[src/rtl/zbt_pkg.sv]
// rtl/zbt_pkg.sv - shared constants and types for the ZBT0 arbiter
//
// Purpose: slot phases, ZBT bus widths, pipeline latency and the capture
// FSM state encoding used by zbt0_arbiter and zbt_wdata_delay.
// Ports: none (package).
package zbt_pkg;

   localparam int ZBT_AW  = 19;
   localparam int ZBT_DW  = 36;
   localparam int ZBT_LAT = 2;

   // Phase 0 issues the renderer read; its data comes back ZBT_LAT phases later.
   localparam logic [1:0] SLOT_READ   = 2'd0;
   localparam logic [1:0] SLOT_RETURN = 2'd2;

   typedef enum logic [1:0] {
      ST_IDLE    = 2'd0,
      ST_CAPTURE = 2'd1,
      ST_FULL    = 2'd2
   } zbt_state_t;

endpackage

[src/rtl/zbt_wdata_delay.sv]
// rtl/zbt_wdata_delay.sv - fixed-length write-data delay line for ZBT late write
//
// Purpose: delays a data word by STAGES clocks so it meets the ZBT late-write
// data phase. All stages clear on reset so no stale write data survives.
// Ports:
//   clk      in   clock
//   reset_n  in   async active-low clear
//   d        in   W   data in
//   q        out  W   data delayed by STAGES clocks
module zbt_wdata_delay
   import zbt_pkg::*;
#(
   parameter int STAGES = ZBT_LAT,
   parameter int W      = ZBT_DW
) (
   input  logic         clk,
   input  logic         reset_n,
   input  logic [W-1:0] d,
   output logic [W-1:0] q
);

   logic [W-1:0] pipe [STAGES];

   always_ff @(posedge clk or negedge reset_n) begin
      if (!reset_n) begin
         for (int i = 0; i < STAGES; i++) pipe[i] <= '0;
      end else begin
         pipe[0] <= d;
         for (int i = 1; i < STAGES; i++) pipe[i] <= pipe[i-1];
      end
   end

   assign q = pipe[STAGES-1];

endmodule

[src/rtl/zbt0_arbiter.sv]
// rtl/zbt0_arbiter.sv - time-slot arbiter and capture controller for ZBT0
//
// Purpose: shares the ZBT0 port between the renderer (one read per 4-pixel
// group, phase 0) and the scanner (writes in phases 1..3), owns the write
// pointer and publishes the stored point count.
// Ports:
//   clk, reset_n        clock, async active-low reset
//   hcount[10:0]        pixel counter, [1:0] is the slot phase
//   rd_addr / rd_data   renderer read address / captured read data
//   wr_valid/wr_ready/wr_data  scanner point stream
//   start / stop        capture control pulses
//   max_zbt_addr        published point count of the last completed capture
//   capturing/overflow  status
//   zbt_addr/zbt_we/zbt_write_data/zbt_read_data  ZBT0 port
module zbt0_arbiter
   import zbt_pkg::*;
#(
   parameter logic [ZBT_AW-1:0] DEPTH  = 19'h7FFFF,
   parameter int                RD_LAT = ZBT_LAT
) (
   input  logic              clk,
   input  logic              reset_n,
   input  logic [10:0]       hcount,
   input  logic [ZBT_AW-1:0] rd_addr,
   output logic [ZBT_DW-1:0] rd_data,
   input  logic              wr_valid,
   input  logic [ZBT_DW-1:0] wr_data,
   output logic              wr_ready,
   input  logic              start,
   input  logic              stop,
   output logic [ZBT_AW-1:0] max_zbt_addr,
   output logic              capturing,
   output logic              overflow,
   output logic [ZBT_AW-1:0] zbt_addr,
   output logic              zbt_we,
   output logic [ZBT_DW-1:0] zbt_write_data,
   input  logic [ZBT_DW-1:0] zbt_read_data
);

   zbt_state_t        state;
   logic [ZBT_AW:0]   wp;        // one bit wider so wp==DEPTH is representable
   logic [ZBT_AW:0]   wp_inc;
   logic [ZBT_AW:0]   depth_ext;
   logic [1:0]        phase;
   logic              accept;
   logic [ZBT_DW-1:0] wdata_q;
   logic              unused_hcount;

   assign phase         = hcount[1:0];
   assign unused_hcount = ^hcount[10:2];
   assign depth_ext     = {1'b0, DEPTH};
   assign wp_inc        = wp + 1'b1;

   assign wr_ready = (state == ST_CAPTURE) && (phase != SLOT_READ) && (wp < depth_ext);
   assign accept   = wr_valid && wr_ready;

   // Slot mux: read slot loads the renderer address, write slots load the
   // pointer only when a point is accepted; otherwise the address holds.
   always_ff @(posedge clk or negedge reset_n) begin
      if (!reset_n) begin
         zbt_addr <= '0;
         zbt_we   <= 1'b0;
         wdata_q  <= '0;
         rd_data  <= '0;
      end else begin
         zbt_we <= 1'b0;
         if (phase == SLOT_READ) begin
            zbt_addr <= rd_addr;
         end else if (accept) begin
            zbt_addr <= wp[ZBT_AW-1:0];
            zbt_we   <= 1'b1;
            wdata_q  <= wr_data;
         end
         if (phase == SLOT_RETURN) rd_data <= zbt_read_data;
      end
   end

   // wdata_q is aligned with zbt_addr; the delay line adds the late-write lag.
   zbt_wdata_delay #(
      .STAGES (RD_LAT),
      .W      (ZBT_DW)
   ) u_wdata_delay (
      .clk     (clk),
      .reset_n (reset_n),
      .d       (wdata_q),
      .q       (zbt_write_data)
   );

   // Capture FSM. start outranks everything, including stop in the same
   // cycle. max_zbt_addr only changes when a capture ends, so the renderer
   // never wraps on a partially written frame.
   always_ff @(posedge clk or negedge reset_n) begin
      if (!reset_n) begin
         state        <= ST_IDLE;
         wp           <= '0;
         max_zbt_addr <= '0;
         capturing    <= 1'b0;
         overflow     <= 1'b0;
      end else if (start) begin
         state     <= ST_CAPTURE;
         capturing <= 1'b1;
         wp        <= '0;
         overflow  <= 1'b0;
      end else begin
         case (state)
            ST_CAPTURE: begin
               if (accept) wp <= wp_inc;
               if (stop) begin
                  state        <= ST_IDLE;
                  capturing    <= 1'b0;
                  max_zbt_addr <= accept ? wp_inc[ZBT_AW-1:0] : wp[ZBT_AW-1:0];
               end else if (accept && (wp_inc == depth_ext)) begin
                  state        <= ST_FULL;
                  capturing    <= 1'b0;
                  max_zbt_addr <= DEPTH;
               end
            end
            ST_FULL: begin
               if (wr_valid) overflow <= 1'b1;
            end
            default: begin
            end
         endcase
      end
   end

endmodule

[config.mk]
export PLATFORM = sky130hd
export DESIGN_NAME = zbt0_arbiter
export DESIGN_NICKNAME = d
export VERILOG_FILES = /design/src/rtl/zbt_pkg.sv /design/src/rtl/zbt_wdata_delay.sv /design/src/rtl/zbt0_arbiter.sv
export SDC_FILE = /design/constraint.sdc
export NUM_CORES = 1
export LEC_CHECK = 0
export CAP_MARGIN = 0
export CELL_PAD_IN_SITES_DETAIL_PLACEMENT = 1
export CELL_PAD_IN_SITES_GLOBAL_PLACEMENT = 1
export CORE_MARGIN = 10
export CORE_UTILIZATION = 25
export DETAILED_ROUTE_END_ITERATION = 12
export PLACE_DENSITY = 0.68
export SLEW_MARGIN = 10
export SYNTH_ARGS = -nofsm -noshare
export SYNTH_HDL_FRONTEND = slang
export SYNTH_SLANG_ARGS = --single-unit
[constraint.sdc]
create_clock -name clk -period 7.1 [get_ports clk]
set_input_delay 1.42 -clock clk [delete_from_list [all_inputs] [get_ports clk]]
set_output_delay 1.42 -clock clk [all_outputs]
set_load 0.02 [all_outputs]
==> impl_metrics.ini <==
[grt]
grtUsageMet1 = 0.1385
grt_overflow = 0
antenna_found_initial = 0
globalRouteTotalUtil = 0.1127
busiest_layer = met2
grt_pass1_wl_um = 35010
grt_pass1_vias = 5936
gr-usage-met2 = 0.1914
grt_max_degree = 106
met3_usage = 0.03157

[clock_tree]
root_buffer = clkbuf_16
cts_tree = yes
cts_sinks = 206
cts_resized = 0
path_clk_slew_ns = 0.06
cts_setup_buffers = 0
clockBufferDepth = 3
cts-hold-fix-buffers = 0
clk_latency_ns = 0.52
cts_buffers = 25
h-tree-depth = 1

[cells_and_area]
diodes = 0
layout-drive-gt1-share = 0.1283
fin_cells = 1267
area_delta_synth_final_pct = 38.34
nets = 956
fin_area_sq_um = 10940

[die]
dieArea_sq_um = 39140
rows = 65
die_x_um = 197.8
io_pins = 221
initial_utilization = 0.2519
die_h_um = 197.8
core_area_sq_um = 31390

[timing]
slew_viol_final = 0
fmax_mhz = 215.5
min_period_ns = 4.641
max_slew.worst_pin.slew_ns = 0.9792
fin_worst_skew_ns = 0.01456
period_share = 0.6537
tns_ns = 0
slew_headroom = 0.3472
hold_viol_final = 0
rsz0062_at_grt = no
setup_viol = 0

[detailed_routing]
via_count = 5449
wl_per_cell_um = 17.96
drc = 0
via_per_inst = 4.301
drtPass1Iterations = 4
wirelength_um = 22760
drtAntennaViolNets = 0
drt_iter0_markers = 221

[yosys]
synth.area.top_cells = dfrtp_1, nand2_1, mux2_2
synth.top_cell.area_share = 0.6520
syn-cell-area_sq_um = 7906
yosys.cell_types.count = 45
ys_async_sr_fraction = 1.000
synth_area_leader_cell = dfrtp_1
seq_area_frac_synth = 0.6520
synth_cells = 679
synth_warnings = 0
postSynthAreaPerCell_sq_um = 11.64
synth_fp_nets = 788
synth_seq_cells = 206
synth-edff-count = 0
synthFlopType = dfrtp_1

[worst_setup_path]
r2r-end = max_zbt_addr[5]$_DFFE_PN0P_
crit_path_max_incr_delay_ns = 0.65
path_class = in -> out
cpMostUsedCell = clkdlybuf4s50_1
end_kind = primary output
cp-start-kind = input pin
arrival_ns = 3.22
reg2regPathDepth = 9
crit_chain = clkdlybuf4s50_1, nor2_1, or3_1, a21oi_1, clkdlybuf4s50_1
critPathMaxFanout = 3
path_buf_inv = 2
required_ns = 5.68
slowest_stage = clkdlybuf4s50_1
r2r-start = wp[4]$_DFFE_PN0P_
path_delay_family = buffers and inverters
reg2reg_slack_ns = 3.68

[worst_hold_path]
worstHoldEndpoint = u_wdata_delay.q[0]$_DFF_PN0_
hold_path_depth = 0
min_from = u_wdata_delay.pipe[36]$_DFF_PN0_
hold_class = reg -> reg

[power_and_ir_drop]
power_frac_seq = 0.436
combPwrFrac = 0.180
total_leakage_power_nw = 4.674
p_sw_frac = 0.2694
p_sw_mw = 0.8712
vdd_drop_max_mv = 0.1556
power_density_nw_per_um2 = 295.7
power.internal_mw = 2.363
pwr-share-clk = 0.384

[placed_design]
placed_cell_area_sq_um = 10130
dp_hpwl_um = 16060
dp_cells = 1222
globalplace.congestion = 0.7457
portBuffers = 211

[run]
max_cap_violations = 0

[run_status]
status = finished clean
[power by group through the flow]
| stage | Clock [mW] | Sequential [mW] | Combinational, mW |
|---|---|---|---|
| after global routing | 1.34 | 1.43 | 0.627 |
| after floorplan | 0 | 1.50 | 0.229 |
| after CTS | 1.29 | 1.41 | 0.598 |
| final | 1.24 | 1.41 | 0.582 |
| after global placement | 0 | 1.42 | 0.587 |
| after detailed placement | 0 | 1.43 | 0.595 |
[how the worst max path moves through the flow]
stage / startpoint / end / slack (ns) / depth (start not counted)
floorplan: hcount[1] / wr_ready / 3.58 / 3
global placement: hcount[1] / wp[19]$_DFFE_PN0P_ / 2.21 / 10
detailed placement: hcount[1] / wp[19]$_DFFE_PN0P_ / 2.24 / 10
CTS: hcount[1] / wr_ready / 2.41 / 5
global route: hcount[1] / wr_ready / 2.34 / 5
finish: hcount[1] / wr_ready / 2.46 / 5
[logic make-up after synthesis]
| group | synth area share |
|---|---|
| and+or+nand+nor | 0.1456 |
| buffers and inverters | 0.06219 |
| DFF | 0.6520 |
| xor gates and xnor gates | 0.02326 |
| muxes | 0.05127 |
| adders and majority gates | 0.003165 |
| AOI/OAI and AO/OA | 0.06251 |
[per-layer routing]
layer | vias up | part of all wire
met2 | 160 | 0.49
met4 | 0 | 0.019
met1 | 2722 | 0.42
met3 | 31 | 0.067
li1 | 2536 | -
met5 | - | 0
[area by class of cell]
cell class                      instances  area, sq um
Fill cell                            3410        20450
Clock buffer                           34        709.4
Sequential cell                       206         5155
Multi-Input combinational cell        390         2281
Tap cell                              402        503.0
Clock inverter                         11        98.84
Inverter                                6        22.52
Timing Repair Buffer                  218         2168
[worst register-to-register path, stage by stage, from the launching register on]
cell     delay, ns
dfrtp_1       0.54
nand3_4       0.15
or4_1         0.70
o31ai_4       0.21
buf_4         0.67
inv_2         0.07
buf_4         0.37
nand3_1       0.26
xor2_1        0.25
a22oi_2       0.07
[metrics by stage]
stage / utilization / setup WS, ns / hold slack [ns] / power [mW]
finish: 0.3484 / 2.459 / 0.3450 / 3.234
global route: 0.3484 / 2.342 / 0.3538 / 3.395
CTS: 0.3484 / 2.409 / 0.3469 / 3.301
detailed placement: 0.3227 / 2.237 / 0.3363 / 2.029
global placement: 0.3227 / 2.214 / 0.3326 / 2.009
floorplan: - / 3.584 / 0.3312 / 1.724
[synthesized netlist by cell type, types with 2 or more instances]
cell	n
a21oi_1	6
a22oi_2	18
a31oi_1	20
and2_1	2
buf_2	14
buf_4	39
buf_6	2
clkbuf_1	20
dfrtp_1	206
ha_1	2
inv_1	5
mux2_2	36
nand2_1	162
nand2b_1	4
nand3_1	9
nand4_1	7
nor2_1	65
nor3_1	5
nor4_1	6
nor4b_1	2
o22ai_1	2
o31ai_1	3
or3_1	2
or4_1	2
xnor2_1	11
xor2_1	10
[sequential cells by signal, indices dropped and copies added (netlist names)]
signal,cells
wdata_q,36
overflow,1
wp,20
u_wdata_delay.q,36
zbt_addr,19
rd_data,36
zbt_we,1
u_wdata_delay.pipe,36
max_zbt_addr,19
state,2
[layout by cell type, fill, tap and decap left out, drive strengths merged, types with 2 or more instances in the layout]
cell / netlist / layout
or3: 2 / 2
o22ai: 3 / 3
nand2b: 4 / 4
or4: 3 / 3
clkbuf: 21 / 35
inv: 5 / 9
xor2: 10 / 10
mux2: 36 / 36
a31oi: 20 / 20
buf: 56 / 7
dfrtp: 206 / 206
clkdlybuf4s50: 0 / 210
a21oi: 6 / 6
o31ai: 3 / 3
nor4b: 2 / 2
clkinvlp: 0 / 3
nand3: 10 / 10
nor3: 5 / 5
nor2: 65 / 65
nor4: 6 / 6
xnor2: 11 / 11
a22oi: 19 / 19
clkinv: 1 / 4
and2: 2 / 2
nand4: 7 / 7
nand2: 162 / 162
ha: 2 / 2
Note: power is estimated with default switching activity, not from simulation.
